`src/rtl/axi_sram_arbiter_pkg.sv`:
```
// axi_sram_arbiter_pkg: shared state, size type and ID constants for the AXI/SRAM arbiter
package axi_sram_arbiter_pkg;
   localparam int AXI_ID_W = 4;
   localparam logic [AXI_ID_W-1:0] INST_ID_DEF = 4'd0;
   localparam logic [AXI_ID_W-1:0] DATA_ID_DEF = 4'd1;
   typedef enum logic [2:0] {IDLE, RADDR, RDATA, WADDR, WRESP} arb_state_t;
   typedef logic [2:0] axi_size_t;
   // SRAM size codes 0/1/2 map directly onto AXI byte/half/word sizes
   function automatic axi_size_t to_axi_size(input logic [1:0] s);
      return {1'b0, s};
   endfunction
endpackage

```
`src/rtl/axi_sram_arbiter_if.sv`:
```
// axi_sram_arbiter_if: both SRAM-like requester ports and the shared AXI3 master port
interface axi_sram_arbiter_if
   import axi_sram_arbiter_pkg::*;
#(
   parameter int ADDR_W = 32,
   parameter int DATA_W = 32
) ();
   logic                inst_req;
   logic [ADDR_W-1:0]   inst_addr;
   logic                inst_addr_ok;
   logic                inst_data_ok;
   logic [DATA_W-1:0]   inst_rdata;
   logic                data_req;
   logic                data_wr;
   logic [1:0]          data_size;
   logic [3:0]          data_wen;
   logic [ADDR_W-1:0]   data_addr;
   logic [DATA_W-1:0]   data_wdata;
   logic                data_addr_ok;
   logic                data_data_ok;
   logic [DATA_W-1:0]   data_rdata;
   logic [AXI_ID_W-1:0] arid;
   logic [ADDR_W-1:0]   araddr;
   logic [3:0]          arlen;
   axi_size_t           arsize;
   logic                arvalid;
   logic                arready;
   logic [AXI_ID_W-1:0] rid;
   logic [DATA_W-1:0]   rdata;
   logic                rlast;
   logic                rvalid;
   logic                rready;
   logic [AXI_ID_W-1:0] awid;
   logic [ADDR_W-1:0]   awaddr;
   logic [3:0]          awlen;
   axi_size_t           awsize;
   logic                awvalid;
   logic                awready;
   logic [DATA_W-1:0]   wdata;
   logic [3:0]          wstrb;
   logic                wlast;
   logic                wvalid;
   logic                wready;
   logic [AXI_ID_W-1:0] bid;
   logic [1:0]          bresp;
   logic                bvalid;
   logic                bready;

   // arbiter side: SRAM slave towards the core, AXI master towards memory
   modport master (
      input  inst_req, inst_addr, data_req, data_wr, data_size, data_wen, data_addr, data_wdata,
      output inst_addr_ok, inst_data_ok, inst_rdata, data_addr_ok, data_data_ok, data_rdata,
      output arid, araddr, arlen, arsize, arvalid, rready,
      input  arready, rid, rdata, rlast, rvalid,
      output awid, awaddr, awlen, awsize, awvalid, wdata, wstrb, wlast, wvalid, bready,
      input  awready, wready, bid, bresp, bvalid
   );

   // environment side: the core's requesters plus the AXI memory
   modport slave (
      output inst_req, inst_addr, data_req, data_wr, data_size, data_wen, data_addr, data_wdata,
      input  inst_addr_ok, inst_data_ok, inst_rdata, data_addr_ok, data_data_ok, data_rdata,
      input  arid, araddr, arlen, arsize, arvalid, rready,
      output arready, rid, rdata, rlast, rvalid,
      input  awid, awaddr, awlen, awsize, awvalid, wdata, wstrb, wlast, wvalid, bready,
      output awready, wready, bid, bresp, bvalid
   );
endinterface

```
`src/rtl/axi_sram_arbiter_write_channel.sv`:
```
// axi_sram_arbiter_write_channel: independent AW/W completion tracking for a single-beat write
module axi_sram_arbiter_write_channel (
   input  logic clk,
   input  logic resetn,
   input  logic i_active,
   input  logic i_awready,
   input  logic i_wready,
   output logic o_awvalid,
   output logic o_wvalid,
   output logic o_done
);
   logic r_aw_done, r_w_done, w_aw_seen, w_w_seen;

   assign o_awvalid = i_active && !r_aw_done;
   assign o_wvalid  = i_active && !r_w_done;
   assign w_aw_seen = r_aw_done || (o_awvalid && i_awready);
   assign w_w_seen  = r_w_done || (o_wvalid && i_wready);
   assign o_done    = i_active && w_aw_seen && w_w_seen;

   // each channel remembers its own handshake; both clear once the write phase completes
   always_ff @(posedge clk or negedge resetn) begin
      if (!resetn) begin
         r_aw_done <= 1'b0;
         r_w_done  <= 1'b0;
      end else begin
         r_aw_done <= i_active && !o_done && w_aw_seen;
         r_w_done  <= i_active && !o_done && w_w_seen;
      end
   end
endmodule

```
`src/rtl/axi_sram_arbiter.sv`:
```
// axi_sram_arbiter: shares one AXI3 master port between fetch and data SRAM-like requesters
module axi_sram_arbiter
   import axi_sram_arbiter_pkg::*;
#(
   parameter int ADDR_W = 32,
   parameter int DATA_W = 32,
   parameter logic [AXI_ID_W-1:0] INST_ID = INST_ID_DEF,
   parameter logic [AXI_ID_W-1:0] DATA_ID = DATA_ID_DEF
) (
   input logic clk,
   input logic resetn,
   axi_sram_arbiter_if.master bus
);
   arb_state_t          r_state;
   logic [AXI_ID_W-1:0] r_owner;
   logic                r_wr;
   logic [1:0]          r_size;
   logic [3:0]          r_wen;
   logic [ADDR_W-1:0]   r_addr;
   logic [DATA_W-1:0]   r_wdata;
   logic                r_inst_data_ok, r_data_data_ok;
   logic [DATA_W-1:0]   r_inst_rdata, r_data_rdata;
   logic                w_idle, w_data_grant, w_inst_grant;
   logic                w_awvalid, w_wvalid, w_write_done, w_unused;

   // data side has fixed priority; grants are suppressed while reset is asserted
   assign w_idle       = resetn && r_state == IDLE;
   assign w_data_grant = w_idle && bus.data_req;
   assign w_inst_grant = w_idle && bus.inst_req && !bus.data_req;

   assign bus.data_addr_ok = w_data_grant;
   assign bus.inst_addr_ok = w_inst_grant;
   assign bus.inst_data_ok = r_inst_data_ok;
   assign bus.data_data_ok = r_data_data_ok;
   assign bus.inst_rdata   = r_inst_rdata;
   assign bus.data_rdata   = r_data_rdata;

   assign bus.arid    = r_owner;
   assign bus.araddr  = r_addr;
   assign bus.arlen   = 4'd0;
   assign bus.arsize  = to_axi_size(r_size);
   assign bus.arvalid = r_state == RADDR;
   assign bus.rready  = r_state == RDATA;
   assign bus.awid    = r_owner;
   assign bus.awaddr  = r_addr;
   assign bus.awlen   = 4'd0;
   assign bus.awsize  = to_axi_size(r_size);
   assign bus.awvalid = w_awvalid;
   assign bus.wdata   = r_wdata;
   assign bus.wstrb   = r_wen;
   assign bus.wlast   = 1'b1;
   assign bus.wvalid  = w_wvalid;
   assign bus.bready  = r_state == WRESP;

   // with a single outstanding transaction the response IDs, rlast and bresp carry no information
   assign w_unused = ^{bus.rid, bus.rlast, bus.bid, bus.bresp};

   axi_sram_arbiter_write_channel u_write_channel (
      .clk       (clk),
      .resetn    (resetn),
      .i_active  (r_state == WADDR),
      .i_awready (bus.awready),
      .i_wready  (bus.wready),
      .o_awvalid (w_awvalid),
      .o_wvalid  (w_wvalid),
      .o_done    (w_write_done)
   );

   // transaction FSM: capture the winner, walk the AXI handshakes, pulse data_ok on completion
   always_ff @(posedge clk or negedge resetn) begin
      if (!resetn) begin
         r_state        <= IDLE;
         r_owner        <= '0;
         r_wr           <= 1'b0;
         r_size         <= 2'd0;
         r_wen          <= 4'd0;
         r_addr         <= '0;
         r_wdata        <= '0;
         r_inst_data_ok <= 1'b0;
         r_data_data_ok <= 1'b0;
         r_inst_rdata   <= '0;
         r_data_rdata   <= '0;
      end else begin
         r_inst_data_ok <= 1'b0;
         r_data_data_ok <= 1'b0;
         case (r_state)
            IDLE: if (w_data_grant || w_inst_grant) begin
               r_owner <= w_data_grant ? DATA_ID : INST_ID;
               r_wr    <= w_data_grant && bus.data_wr;
               r_size  <= w_data_grant ? bus.data_size : 2'd2;
               r_wen   <= w_data_grant ? bus.data_wen : 4'd0;
               r_addr  <= w_data_grant ? bus.data_addr : bus.inst_addr;
               r_wdata <= w_data_grant ? bus.data_wdata : '0;
               r_state <= (w_data_grant && bus.data_wr) ? WADDR : RADDR;
            end
            RADDR: if (bus.arready) r_state <= RDATA;
            RDATA: if (bus.rvalid) begin
               if (r_owner == INST_ID) begin
                  r_inst_rdata   <= bus.rdata;
                  r_inst_data_ok <= 1'b1;
               end else begin
                  r_data_rdata   <= bus.rdata;
                  r_data_data_ok <= 1'b1;
               end
               r_state <= IDLE;
            end
            WADDR: if (w_write_done) r_state <= WRESP;
            WRESP: if (bus.bvalid) begin
               r_data_data_ok <= 1'b1;
               r_state        <= IDLE;
            end
            default: r_state <= IDLE;
         endcase
      end
   end
endmodule

```
`src/flat_wrapper.sv`:
```
// flat-port wrapper written by rule: the top's interface ports become plain ports
module axi_sram_arbiter_flat import axi_sram_arbiter_pkg::*;
#(
   parameter int ADDR_W = 32,
   parameter int DATA_W = 32,
   parameter logic [AXI_ID_W-1:0] INST_ID = INST_ID_DEF,
   parameter logic [AXI_ID_W-1:0] DATA_ID = DATA_ID_DEF
)
  (clk, resetn, bus_inst_req, bus_inst_addr, bus_data_req, bus_data_wr, bus_data_size, bus_data_wen, bus_data_addr, bus_data_wdata, bus_inst_addr_ok, bus_inst_data_ok, bus_inst_rdata, bus_data_addr_ok, bus_data_data_ok, bus_data_rdata, bus_arid, bus_araddr, bus_arlen, bus_arsize, bus_arvalid, bus_rready, bus_arready, bus_rid, bus_rdata, bus_rlast, bus_rvalid, bus_awid, bus_awaddr, bus_awlen, bus_awsize, bus_awvalid, bus_wdata, bus_wstrb, bus_wlast, bus_wvalid, bus_bready, bus_awready, bus_wready, bus_bid, bus_bresp, bus_bvalid);
  axi_sram_arbiter_if #(.ADDR_W(ADDR_W), .DATA_W(DATA_W)) bus_i ();
  input logic clk;
  input logic resetn;
  input wire logic [$bits(bus_i.inst_req)-1:0] bus_inst_req;
  input wire logic [$bits(bus_i.inst_addr)-1:0] bus_inst_addr;
  input wire logic [$bits(bus_i.data_req)-1:0] bus_data_req;
  input wire logic [$bits(bus_i.data_wr)-1:0] bus_data_wr;
  input wire logic [$bits(bus_i.data_size)-1:0] bus_data_size;
  input wire logic [$bits(bus_i.data_wen)-1:0] bus_data_wen;
  input wire logic [$bits(bus_i.data_addr)-1:0] bus_data_addr;
  input wire logic [$bits(bus_i.data_wdata)-1:0] bus_data_wdata;
  output wire logic [$bits(bus_i.inst_addr_ok)-1:0] bus_inst_addr_ok;
  output wire logic [$bits(bus_i.inst_data_ok)-1:0] bus_inst_data_ok;
  output wire logic [$bits(bus_i.inst_rdata)-1:0] bus_inst_rdata;
  output wire logic [$bits(bus_i.data_addr_ok)-1:0] bus_data_addr_ok;
  output wire logic [$bits(bus_i.data_data_ok)-1:0] bus_data_data_ok;
  output wire logic [$bits(bus_i.data_rdata)-1:0] bus_data_rdata;
  output wire logic [$bits(bus_i.arid)-1:0] bus_arid;
  output wire logic [$bits(bus_i.araddr)-1:0] bus_araddr;
  output wire logic [$bits(bus_i.arlen)-1:0] bus_arlen;
  output wire logic [$bits(bus_i.arsize)-1:0] bus_arsize;
  output wire logic [$bits(bus_i.arvalid)-1:0] bus_arvalid;
  output wire logic [$bits(bus_i.rready)-1:0] bus_rready;
  input wire logic [$bits(bus_i.arready)-1:0] bus_arready;
  input wire logic [$bits(bus_i.rid)-1:0] bus_rid;
  input wire logic [$bits(bus_i.rdata)-1:0] bus_rdata;
  input wire logic [$bits(bus_i.rlast)-1:0] bus_rlast;
  input wire logic [$bits(bus_i.rvalid)-1:0] bus_rvalid;
  output wire logic [$bits(bus_i.awid)-1:0] bus_awid;
  output wire logic [$bits(bus_i.awaddr)-1:0] bus_awaddr;
  output wire logic [$bits(bus_i.awlen)-1:0] bus_awlen;
  output wire logic [$bits(bus_i.awsize)-1:0] bus_awsize;
  output wire logic [$bits(bus_i.awvalid)-1:0] bus_awvalid;
  output wire logic [$bits(bus_i.wdata)-1:0] bus_wdata;
  output wire logic [$bits(bus_i.wstrb)-1:0] bus_wstrb;
  output wire logic [$bits(bus_i.wlast)-1:0] bus_wlast;
  output wire logic [$bits(bus_i.wvalid)-1:0] bus_wvalid;
  output wire logic [$bits(bus_i.bready)-1:0] bus_bready;
  input wire logic [$bits(bus_i.awready)-1:0] bus_awready;
  input wire logic [$bits(bus_i.wready)-1:0] bus_wready;
  input wire logic [$bits(bus_i.bid)-1:0] bus_bid;
  input wire logic [$bits(bus_i.bresp)-1:0] bus_bresp;
  input wire logic [$bits(bus_i.bvalid)-1:0] bus_bvalid;
  assign bus_i.inst_req = bus_inst_req;
  assign bus_i.inst_addr = bus_inst_addr;
  assign bus_i.data_req = bus_data_req;
  assign bus_i.data_wr = bus_data_wr;
  assign bus_i.data_size = bus_data_size;
  assign bus_i.data_wen = bus_data_wen;
  assign bus_i.data_addr = bus_data_addr;
  assign bus_i.data_wdata = bus_data_wdata;
  assign bus_inst_addr_ok = bus_i.inst_addr_ok;
  assign bus_inst_data_ok = bus_i.inst_data_ok;
  assign bus_inst_rdata = bus_i.inst_rdata;
  assign bus_data_addr_ok = bus_i.data_addr_ok;
  assign bus_data_data_ok = bus_i.data_data_ok;
  assign bus_data_rdata = bus_i.data_rdata;
  assign bus_arid = bus_i.arid;
  assign bus_araddr = bus_i.araddr;
  assign bus_arlen = bus_i.arlen;
  assign bus_arsize = bus_i.arsize;
  assign bus_arvalid = bus_i.arvalid;
  assign bus_rready = bus_i.rready;
  assign bus_i.arready = bus_arready;
  assign bus_i.rid = bus_rid;
  assign bus_i.rdata = bus_rdata;
  assign bus_i.rlast = bus_rlast;
  assign bus_i.rvalid = bus_rvalid;
  assign bus_awid = bus_i.awid;
  assign bus_awaddr = bus_i.awaddr;
  assign bus_awlen = bus_i.awlen;
  assign bus_awsize = bus_i.awsize;
  assign bus_awvalid = bus_i.awvalid;
  assign bus_wdata = bus_i.wdata;
  assign bus_wstrb = bus_i.wstrb;
  assign bus_wlast = bus_i.wlast;
  assign bus_wvalid = bus_i.wvalid;
  assign bus_bready = bus_i.bready;
  assign bus_i.awready = bus_awready;
  assign bus_i.wready = bus_wready;
  assign bus_i.bid = bus_bid;
  assign bus_i.bresp = bus_bresp;
  assign bus_i.bvalid = bus_bvalid;
  axi_sram_arbiter #(.ADDR_W(ADDR_W), .DATA_W(DATA_W), .INST_ID(INST_ID), .DATA_ID(DATA_ID)) u_core (.clk(clk), .resetn(resetn), .bus(bus_i));
endmodule
```
`config.mk`:
```
export PLATFORM = sky130hd
export DESIGN_NAME = axi_sram_arbiter_flat
export DESIGN_NICKNAME = d
export VERILOG_FILES = /design/src/rtl/axi_sram_arbiter_pkg.sv /design/src/rtl/axi_sram_arbiter_if.sv /design/src/rtl/axi_sram_arbiter_write_channel.sv /design/src/rtl/axi_sram_arbiter.sv /design/src/flat_wrapper.sv
export SDC_FILE = /design/constraint.sdc
export NUM_CORES = 1
export LEC_CHECK = 0
export BUFFER_PORTS_ARGS = -buffer_cell sky130_fd_sc_hd__buf_2
export CAP_MARGIN = 10
export CELL_PAD_IN_SITES_DETAIL_PLACEMENT = 0
export CELL_PAD_IN_SITES_GLOBAL_PLACEMENT = 1
export CORE_UTILIZATION = 25
export DETAILED_ROUTE_END_ITERATION = 7
export GPL_ROUTABILITY_DRIVEN = 1
export PLACE_DENSITY_LB_ADDON = 0.1
export SLEW_MARGIN = 20
export SYNTH_ARGS = -nofsm -noshare
export SYNTH_HDL_FRONTEND = slang
export SYNTH_HIERARCHICAL = 1
export SYNTH_SLANG_ARGS = --single-unit
```
`constraint.sdc`:
```
create_clock -name clk -period 2.5 [get_ports clk]
set_input_delay 0.375 -clock clk [delete_from_list [all_inputs] [get_ports clk]]
set_output_delay 0.375 -clock clk [all_outputs]
set_load 0.05 [all_outputs]
```
* After elaboration in Yosys (flattened, before gate mapping)
Cells that the tools add are included.
** Cells by class
- Equal/unequal tests :: 9
- Multiplexer cells :: 19
- Bitwise gates (word level) :: 1
- Reductions and logical operators :: 27
** Operator list (number)
- 32-bit 2-to-1 mux :: 2
- 3-bit 2-to-1 mux :: 5
- 3-bit case mux with 5 select lines :: 1
- 1-bit logical AND :: 14
- 2-bit by 1-bit inequality test with 1-bit output (second input constant) :: 4
- 1-bit 2-to-1 mux :: 7
- 3-bit by 2-bit == test with 1-bit output (second input constant) :: 2
- 3-bit AND reduction :: 2
- 5-bit AND reduction :: 1
- 1-bit logical NOT :: 4
- 4-bit logical NOT :: 1
- 2-bit 2-to-1 mux :: 2
- 4-bit 2-to-1 mux :: 1
- 3-bit by 1-bit == test with 1-bit output (second input constant) :: 1
- 3-bit == test (second input constant) :: 1
- 3-bit logical NOT :: 1
- 1-bit logical OR :: 3
- 2-bit inequality test (second input constant) :: 1
- 1-bit case mux with 2 select lines :: 1
- 2-bit AND reduction :: 1
- 1-bit inverter :: 1
** Storage, ports and cells
- Flip-flop bits (word level) :: 145
- Input bits :: 155
- Output and inout bits :: 196
- Logic and storage cells :: 68

* Depth between registers and ports, before layout
Gate-level depths: netlist (run 1).
- Depth after elaboration :: 9
- Mapped depth :: 7

* Cells and area by module
Netlist (run 1), hierarchy kept.
** Modules (own cells, without submodules)
- axi_sram_arbiter :: instances 1, cells each 524, area an instance 6367.4 um^2
- axi_sram_arbiter_write_channel :: instances 1, cells each 9, area an instance 98.8 um^2

* Worst setup path after synthesis (run 1)
Ideal clock, no wire load.
- Kind :: reg-to-output
- From :: register u_core.r_state[0]
- To :: output bus_inst_addr_ok
- Arrival time :: 1748 ps
- Data required time :: 2125 ps
- Slack :: 377 ps
- Stages on the path, launching flop included :: 5
- Buffers on the path :: 1
- Path through :: dfrtp_1 nor4b_4 clkbuf_1 nand2_1 nor2_1
** On the way
- Cells in the longest elaborated chain, start to end :: 4
** Ends and longest elaborated chain
- start: declaration :: line axi_sram_arbiter.sv:14 : arb_state_t r_state;
- start signal: assignment :: line axi_sram_arbiter.sv:94 : r_state <= (w_data_grant && bus.data_wr) ? WADDR : RADDR;
- 3-bit logical NOT :: line axi_sram_arbiter.sv:27 : assign w_idle = resetn && r_state == IDLE;
- 1-bit logical AND :: line axi_sram_arbiter.sv:27
- 1-bit logical AND (2 in series) :: line axi_sram_arbiter.sv:29 : assign w_inst_grant = w_idle && bus.inst_req && !bus.data_req;
- end: declaration :: line flat_wrapper.sv:21 : output wire logic [$bits(bus_i.inst_addr_ok)-1:0] bus_inst_addr_ok;
Every way passes these cells.

* Final worst setup path (run 1)
- From :: register u_core.r_state[2]
- To :: output bus_data_addr_ok
** On the way
- Cells in the longest elaborated chain, start to end :: 3
** Ends and longest elaborated chain
- 3-bit logical NOT :: line axi_sram_arbiter.sv:27
- 1-bit logical AND :: line axi_sram_arbiter.sv:27
- 1-bit logical AND :: line axi_sram_arbiter.sv:28 : assign w_data_grant = w_idle && bus.data_req;
- end: declaration :: line flat_wrapper.sv:24 : output wire logic [$bits(bus_i.data_addr_ok)-1:0] bus_data_addr_ok;
Every way passes these cells.

==> results of run 1 <==
## cells in the final DEF, fill, tap and decap left out, drive strengths merged, types with 2 or more instances in the layout
master / netlist / final
o221a: 32 / 32
and2b: 3 / 3
nand2: 6 / 6
a21oi: 2 / 2
clkbuf: 16 / 17
diode: 0 / 2
clkinv: 0 / 5
dfrtp: 142 / 142
buf: 71 / 335
a21o: 2 / 2
inv: 37 / 44
nor3: 4 / 4
nand2b: 2 / 2
a31oi: 32 / 32
clkinvlp: 0 / 2
mux2: 64 / 64
o21ai: 3 / 3
nor2: 38 / 38
a22o: 37 / 37
nor4b: 2 / 2
or2: 32 / 32
conb: 2 / 17
## how the worst max path moves through the flow
stage	start	to
after detailed placement	u_core/r_state[0]$_DFFE_PN0P_	u_core/bus.wdata[17]$_DFFE_PN0P_
after global routing	u_core/r_state[2]$_DFFE_PN0P_	bus_inst_addr_ok
final	u_core/r_state[2]$_DFFE_PN0P_	bus_data_addr_ok
after CTS	u_core/r_state[0]$_DFFE_PN0P_	bus_data_addr_ok
after global placement	u_core/r_state[0]$_DFFE_PN0P_	u_core/bus.wdata[27]$_DFFE_PN0P_
after floorplan	u_core/r_state[0]$_DFFE_PN0P_	bus_inst_addr_ok
## cells in the mapped netlist, drive strengths merged, types with 4 or more instances
cell | n | share of area
nor3 | 4 | 0.0048
a31oi | 32 | 0.031
clkbuf | 16 | 0.0093
inv | 37 | 0.021
o221a | 32 | 0.056
dfrtp | 142 | 0.55
nand2 | 6 | 0.0039
or2 | 32 | 0.031
nor2 | 38 | 0.022
buf | 71 | 0.082
a22o | 37 | 0.050
mux2 | 64 | 0.11
## per-layer routing
| layer | vias up | wire length [microns] | share of wire |
|---|---|---|---|
| met4 | 2 | 141 | 0.0072 |
| met2 | 224 | 9643 | 0.49 |
| met3 | 12 | 1456 | 0.075 |
| li1 | 2388 | - | - |
| met1 | 2482 | 8286 | 0.42 |
| met5 | - | 13 | 0.00067 |
## state kept, by name, indices dropped and copies added, names as in the netlist
register                          flops
u_core/bus.arid                       1
u_core/bus.data_rdata                32
u_core/bus.data_data_ok               1
u_core/bus.inst_data_ok               1
u_core/r_state                        3
u_core/u_write_channel/r_w_done       1
u_core/r_size                         2
u_core/bus.inst_rdata                32
u_core/u_write_channel/r_aw_done      1
u_core/bus.araddr                    32
u_core/bus.wstrb                      4
u_core/bus.wdata                     32
## area by class of cell
class,instances,area share
timing repair buffer,335,0.2007
antenna,2,0.0005747
clock inverter,15,0.01983
inverter,37,0.01595
sequential,142,0.4080
clock buffer,17,0.04885
tap,330,0.04741
multi-input combinational,282,0.2586
## repair_timing
action,in CTS,in global routing
pin swaps,0,1
setup buffers,0,2
endpoints found under the setup margin,1,1
gates resized for setup,1,0
## cells by family after synthesis
group | Yosys count | synth area share
other | 2 | 0.001161
and+or+nand+nor | 90 | 0.07779
DFF | 142 | 0.5495
buffers and inverters | 124 | 0.1128
AOI/OAI and AO/OA | 111 | 0.1473
muxes | 64 | 0.1115
## per-stage QoR
step	util	setup WS, ps
2_1_floorplan	-	377.1
6_report	0.3448	171.9
3_5_place_dp	0.3191	312.3
3_3_place_gp	0.3191	387.2
4_1_cts	0.3429	35.10
5_1_grt	0.3446	53.57
## critical path, cell delays in order (launching register included)
cell     delay, ps
dfrtp_1        470
nor4b_4        410
nand2_4        250
inv_2          120
buf_2          270
==> flow_summary_export.csv, run 1 <==
group,metric,value,unit
global_routing,grt.overflow.total,0,
setup_path,endpoint_kind,"primary output",
sta,skew,7.765,ps
finish,nets,970,
finish,multi_input_area,2252,sq um
setup_path,r2r_slack,340,ps
route,drcViolationCount,0,
synth,postSynthAreaPerCell,12.13,sq um
clock_network,cts_root_buffer,"clkbuf_16",
placement,globalplace.congestion,0.7548,
sta,final_max_slew_viol_count,0,
synth,synthCells,533,
finish,syn_to_final_growth,34.67,%
die,die_h,162.8,microns
worst_hold_path,hold_path_class,"input pin to asynchronous set/reset pin",
synth,seq_area_frac_synth,0.5495,
synth,synth-seq-cells,142,
die,start_util,0.2560,
global_routing,grt_pass1_wl,28950,microns
placement,dp_cells,1123,
route,drt_first_pass_iters,4,
synth,netlist_area,6466,sq um
sta,tightest_slew,799.4,ps
outcome,status,"completed",
clock_network,path_clk_slew,70,ps
route,ant_nets,0,
clock_network,clock_latency,430,ps
global_routing,grt.busiest_layer,"met2",
synth,synthArstFlopShare,1.000,
sta,tns,0,ps
die,die_area,26510,sq um
global_routing,grt_pass1_vias,5012,
finish,fillers,2608,
route,vias,5108,
route,drt-total-wl,19540,microns
synth,synth_warnings,6,
setup_path,cp.arrival,1950,ps
setup_path,timing.rr.end,"u_core/bus.wdata[8]$_DFFE_PN0P_",
die,rows,58,
global_routing,grt_use_met1,0.1784,
clock_network,numCtsBuffers,17,
route,drtIter0Drc,226,
route,via_per_inst,4.403,
global_routing,gr-usage-met2,0.2424,
die,fp.coreArea,25250,sq um
sta,finalCritPeriodShare,0.9313,
setup_path,required,2120,ps
global_routing,use_met3,0.04482,
sta,min_period,2328,ps
global_routing,antenna_found_initial,3,
clock_network,cts_max_level,4,
placement,placed_area,8058,sq um
clock_network,clock_tree.buffer_depth,2,
finish,final_cells,1160,
global_routing,grt_max_degree,144,
clock_network,cts_tree,"yes",
placement,hpwl,13670,microns
die,ios,351,
setup_path,worst_setup_path_start_kind,"register",
setup_path,ff2ff_path_depth,6,
sta,rsz0062_at_grt,"no",
job,maxCapViolCount,0,
sta,hold_viol,0,
setup_path,path_max_fanout,18,
sta,max_freq,429.5,MHz
die,die_x,162.8,microns
placement,port_buffers,322,
clock_network,cts-hold-fix-buffers,0,
synth,yosysUniqueCellTypes,37,
sta,max-slew-margin-rel,0.4671,
route,wl_per_cell,16.85,microns
finish,finalInstanceArea,8708,sq um
clock_network,clock_sinks,142,
global_routing,grt_usage,0.1441,
sta,hold-worst-slack,94.27,ps
synth,synth_edf_count,0,
synth,ys_dominant_reg_cell,"dfrtp_1",
finish,drive_gt1_frac,0.6014,
finish,regArea,3553,sq um
sta,setup_viol,0,
setup_path,crit_type,"register to primary output",
setup_path,reg2reg_from,"u_core/r_state[2]$_DFFE_PN0P_",
Power of run 1 is not shown: default switching activity piles up to over one toggle a cycle in this logic, so the estimate is an artifact.
==> inputs of run 2 (changes only) <==
==> constraint.sdc (replaced) <==
create_clock -name clk -period 2.45 [get_ports clk]
set_input_delay 0.3675 -clock clk [delete_from_list [all_inputs] [get_ports clk]]
set_output_delay 0.3675 -clock clk [all_outputs]
set_load 0.05 [all_outputs]
==> run 2 against run 1 <==
Net effect: via count fell by 1.1%; worst setup slack improved by 45 ps; sequential cell count unchanged; clock skew increased by 4.6 ps; largest cell class unchanged; sequential share of layout area increased by 0.070 points.
==> flow_summary_export.csv, run 2 (same netlist as run 1, synthesis figures left out) <==
group,metric,value,unit
route,drt_first_pass_iters,4,
sta,rsz0062_at_grt,"no",
sta,tns,0,ps
die,fp.coreArea,25250,sq um
global_routing,grt_max_degree,144,
outcome,status,"completed",
sta,finalCritPeriodShare,0.9115,
finish,drive_gt1_frac,0.6010,
clock_network,numCtsBuffers,17,
setup_path,cp.arrival,1870,ps
clock_network,cts_resized,0,
setup_path,reg2reg_from,"u_core/r_state[0]$_DFFE_PN0P_",
clock_network,clock_latency,420,ps
clock_network,cts-hold-fix-buffers,0,
sta,max_freq,447.8,MHz
clock_network,path_clk_slew,70,ps
sta,max-slew-margin-rel,0.4677,
finish,nets,969,
setup_path,path_max_fanout,8,
setup_path,timing.rr.end,"u_core/bus.wdata[24]$_DFFE_PN0P_",
sta,final_max_slew_viol_count,0,
global_routing,grt_usage,0.1437,
setup_path,ff2ff_path_depth,5,
die,rows,58,
clock_network,cts_root_buffer,"clkbuf_16",
clock_network,clock_tree.buffer_depth,2,
route,drtIter0Drc,192,
finish,syn_to_final_growth,34.44,%
global_routing,grt.overflow.total,0,
job,maxCapViolCount,0,
finish,fillers,2596,
route,ant_nets,0,
route,drcViolationCount,0,
die,die_h,162.8,microns
die,die_area,26510,sq um
sta,hold_viol,0,
finish,multi_input_area,2247,sq um
clock_network,cts_max_level,4,
clock_network,post-cts-setup-buffers,0,
sta,min_period,2233,ps
clock_network,cts_tree,"yes",
sta,setup_viol,0,
finish,final_core_util,0.3442,
clock_network,clock_sinks,142,
route,drt-total-wl,19200,microns
finish,final_common_cell,"buf_2",
placement,globalplace.congestion,0.7529,
global_routing,grt_pass1_wl,28730,microns
worst_hold_path,hold_path_class,"input pin to asynchronous set/reset pin",
global_routing,grt_pass1_vias,5024,
placement,port_buffers,322,
route,via_per_inst,4.350,
die,die_x,162.8,microns
route,vias,5050,
setup_path,endpoint_kind,"primary output",
setup_path,worst_setup_path_start_kind,"register",
placement,hpwl,13480,microns
global_routing,antenna_found_initial,6,
die,start_util,0.2560,
finish,final_cell_mix,"buf_2, dfrtp_1, mux2_2, nor2_1, a22o_1",
die,ios,351,
sta,skew,12.39,ps
setup_path,r2r_slack,340,ps
route,wl_per_cell,16.54,microns
finish,regArea,3553,sq um
sta,tightest_slew,798.4,ps
setup_path,crit_type,"register to primary output",
setup_path,required,2080,ps
==> run 2: worst max-delay path, cell delays in order, from the launching register on <==
cell,delay (ps)
dfrtp_1,480
nor4b_4,460
nand2_2,150
inv_2,80
buf_2,270
==> run 2: metal layers <==
layer | up-vias | GRT usage | wire length, microns
met5 | - | 0 | 23
met4 | 4 | 0.04503 | 261
met3 | 18 | 0.04558 | 1300
met2 | 199 | 0.2408 | 9527
met1 | 2438 | 0.1743 | 8089
li1 | 2391 | - | -
==> run 2: worst max path at each step <==
| stage | startpoint | endpoint | slack, ps | depth (start not counted) |
|---|---|---|---|---|
| 3_3_place_gp | u_core/r_state[0]$_DFFE_PN0P_ | u_core/bus.wdata[14]$_DFFE_PN0P_ | 340 | 4 |
| 5_1_grt | u_core/r_state[0]$_DFFE_PN0P_ | bus_data_addr_ok | 40 | 4 |
| 2_1_floorplan | u_core/r_state[0]$_DFFE_PN0P_ | bus_inst_addr_ok | 330 | 4 |
| 4_1_cts | u_core/r_state[0]$_DFFE_PN0P_ | bus_data_addr_ok | 120 | 4 |
| 3_5_place_dp | u_core/r_state[0]$_DFFE_PN0P_ | u_core/bus.wdata[24]$_DFFE_PN0P_ | 250 | 4 |
| 6_report | u_core/r_state[0]$_DFFE_PN0P_ | bus_data_addr_ok | 220 | 4 |
==> run 2: per-stage QoR <==
step           instance area, sq um  instances  setup WS (ps)  hold slack [ps]
2_1_floorplan                  6523        548          334.6            71.91
3_3_place_gp                   8065       1124          335.6            441.9
3_5_place_dp                   8065       1124          248.4            448.6
4_1_cts                        8656       1156          118.7            90.89
5_1_grt                        8686       1158          44.52            99.77
6_report                       8693       1161          216.7            89.46
==> run 2: layout make-up <==
cell class / count / share of cell area
Antenna cell: 4 / 0.001151
Clock buffer: 18 / 0.05052
Clock inverter: 14 / 0.01742
Inverter: 37 / 0.01598
Multi-Input combinational cell: 282 / 0.2585
Sequential cell: 142 / 0.4088
Tap cell: 330 / 0.04750
Timing Repair Buffer: 334 / 0.2002
Power of run 2 is left out for the same reason.
==> inputs of run 3 (changes only) <==
--- a/config.mk
+++ b/config.mk
@@ -9,6 +9,7 @@
 export CAP_MARGIN = 10
 export CELL_PAD_IN_SITES_DETAIL_PLACEMENT = 0
 export CELL_PAD_IN_SITES_GLOBAL_PLACEMENT = 1
+export CORE_ASPECT_RATIO = 1.4
 export CORE_UTILIZATION = 25
 export DETAILED_ROUTE_END_ITERATION = 7
 export GPL_ROUTABILITY_DRIVEN = 1
==> run 3 against run 2 <==
Net effect: via count up 1.3%; highest routed layer unchanged; register-to-register slack better by 50 ps; final area up 1.3%; clock-buffer cell count up 2; global-route usage up 0.080 points; sequential cell count unchanged; first-iteration DRC count down 22%; non-clock buffer count up 5; fmax down 0.29%; critical path depth up 1; worst setup slack worse by 6.4 ps.
==> flow_summary_export.csv, run 3 (same netlist as run 1, synthesis figures left out) <==
group,metric,value,unit
setup_path,path_max_fanout,8,
setup_path,cpMaxStageDelayCell,"dfrtp_1",
setup_path,path_cells,"nor4b_4 -> buf_4 -> nand2_2 -> inv_2 -> buf_2",
sta,setup_viol,0,
clock_network,cts_root_buffer,"clkbuf_16",
sta,max_freq,446.5,MHz
finish,final_common_cell,"buf_2",
finish,nets,974,
sta,skew,8.328,ps
global_routing,grt.overflow.total,0,
die,die_x,137.9,microns
sta,hold-worst-slack,97.04,ps
job,maxCapViolCount,0,
route,drcViolationCount,0,
clock_network,cts-hold-fix-buffers,0,
clock_network,clock_latency,430,ps
route,vias,5114,
clock_network,numCtsBuffers,17,
sta,hold_viol,0,
finish,final_cell_mix,"buf_2, dfrtp_1, mux2_2, nor2_1, a22o_1",
route,drt-total-wl,19270,microns
sta,final_max_slew_viol_count,0,
placement,port_buffers,322,
clock_network,clock_sinks,142,
finish,fillers,2647,
finish,drive_gt1_frac,0.6022,
sta,tns,0,ps
die,start_util,0.2548,
finish,syn_to_final_growth,36.18,%
die,rows,69,
setup_path,required,2080,ps
setup_path,worst_setup_path_start_kind,"register",
outcome,status,"completed",
finish,final_core_util,0.3469,
sta,min_period,2240,ps
global_routing,grt_pass1_vias,5011,
route,drtIter0Drc,150,
finish,diodes,0,
sta,tightest_slew,794.6,ps
sta,fin_ws,210.3,ps
placement,hpwl,13730,microns
sta,rsz0062_at_grt,"no",
sta,max-slew-margin-rel,0.4703,
setup_path,cp.arrival,1870,ps
placement,dp_slack,353.0,ps
die,die_area,26520,sq um
setup_path,crit_type,"register to primary output",
route,wl_per_cell,16.74,microns
global_routing,grt_max_degree,144,
die,fp.coreArea,25380,sq um
sta,finalCritPeriodShare,0.9142,
route,via_per_inst,4.443,
clock_network,cts_max_level,4,
clock_network,path_clk_slew,60,ps
setup_path,endpoint_kind,"primary output",
global_routing,grt_pass1_wl,28400,microns
global_routing,antenna_found_initial,1,
clock_network,clock_tree.buffer_depth,2,
worst_hold_path,hold_path_class,"input pin to asynchronous set/reset pin",
route,drt_first_pass_iters,4,
clock_network,cts_tree,"yes",
placement,globalplace.congestion,0.7405,
setup_path,slowest_delay,480,ps
route,ant_nets,0,
die,ios,351,
global_routing,grt_usage,0.1445,
die,die_h,192.3,microns
-- run 3: repair_timing --
item                       4_1_cts  5_1_grt
gates resized for setup          0        0
setup endpoints to repair        0        1
setup buffers                    0        2
-- run 3: per-stage QoR --
stage,cell area [sq um],std cells
floorplan,6523,548
global placement,8099,1116
detailed placement,8127,1117
CTS,8791,1149
global route,8806,1151
finish,8806,1151
-- run 3: critical path: cells and delay by family, from the launching register on --
| kind | cells | cell delay (ps) |
|---|---|---|
| buf+inv | 3 | 560 |
| flops | 1 | 480 |
| simple gates | 2 | 400 |
-- run 3: final cells by class --
type                       count  area (sq um)  area share
multi-input combinational    282          2247      0.2552
clock inverter                12         207.7     0.02359
tap                          319         399.1     0.04533
timing repair buffer         339          1803      0.2047
clock buffer                  20         456.7     0.05186
inverter                      37         138.9     0.01577
sequential                   142          3553      0.4035
-- run 3: per-layer routing --
layer | wire length (microns) | track usage | part of all wire | up-vias
li1 | - | - | - | 2389
met1 | 7893 | 0.1671 | 0.41 | 2466
met2 | 9493 | 0.2406 | 0.49 | 225
met3 | 1373 | 0.04465 | 0.071 | 32
met4 | 500 | 0.06773 | 0.026 | 2
met5 | 12 | 0 | 0.00062 | -
-- run 3: path summary, 6_finish.rpt --
check / slack (ps) / cells past startpoint / start / end
max: 210 / 5 / u_core/r_state[2]$_DFFE_PN0P_ / bus_data_addr_ok
min: 100 / 2 / resetn / u_core/bus.wdata[26]$_DFFE_PN0P_
max reg2reg: 390 / 4 / u_core/r_state[2]$_DFFE_PN0P_ / u_core/bus.data_rdata[21]$_DFFE_PN0P_
min reg2reg: 460 / 1 / u_core/u_write_channel/r_aw_done$_DFF_PN0_ / u_core/u_write_channel/r_w_done$_DFF_PN0_
max in group asynchronous: 1790 / 2 / resetn / u_core/r_state[1]$_DFFE_PN0P_
min in group clk: 120 / 2 / bus_awready / u_core/u_write_channel/r_w_done$_DFF_PN0_
Power of run 3 is left out for the same reason.
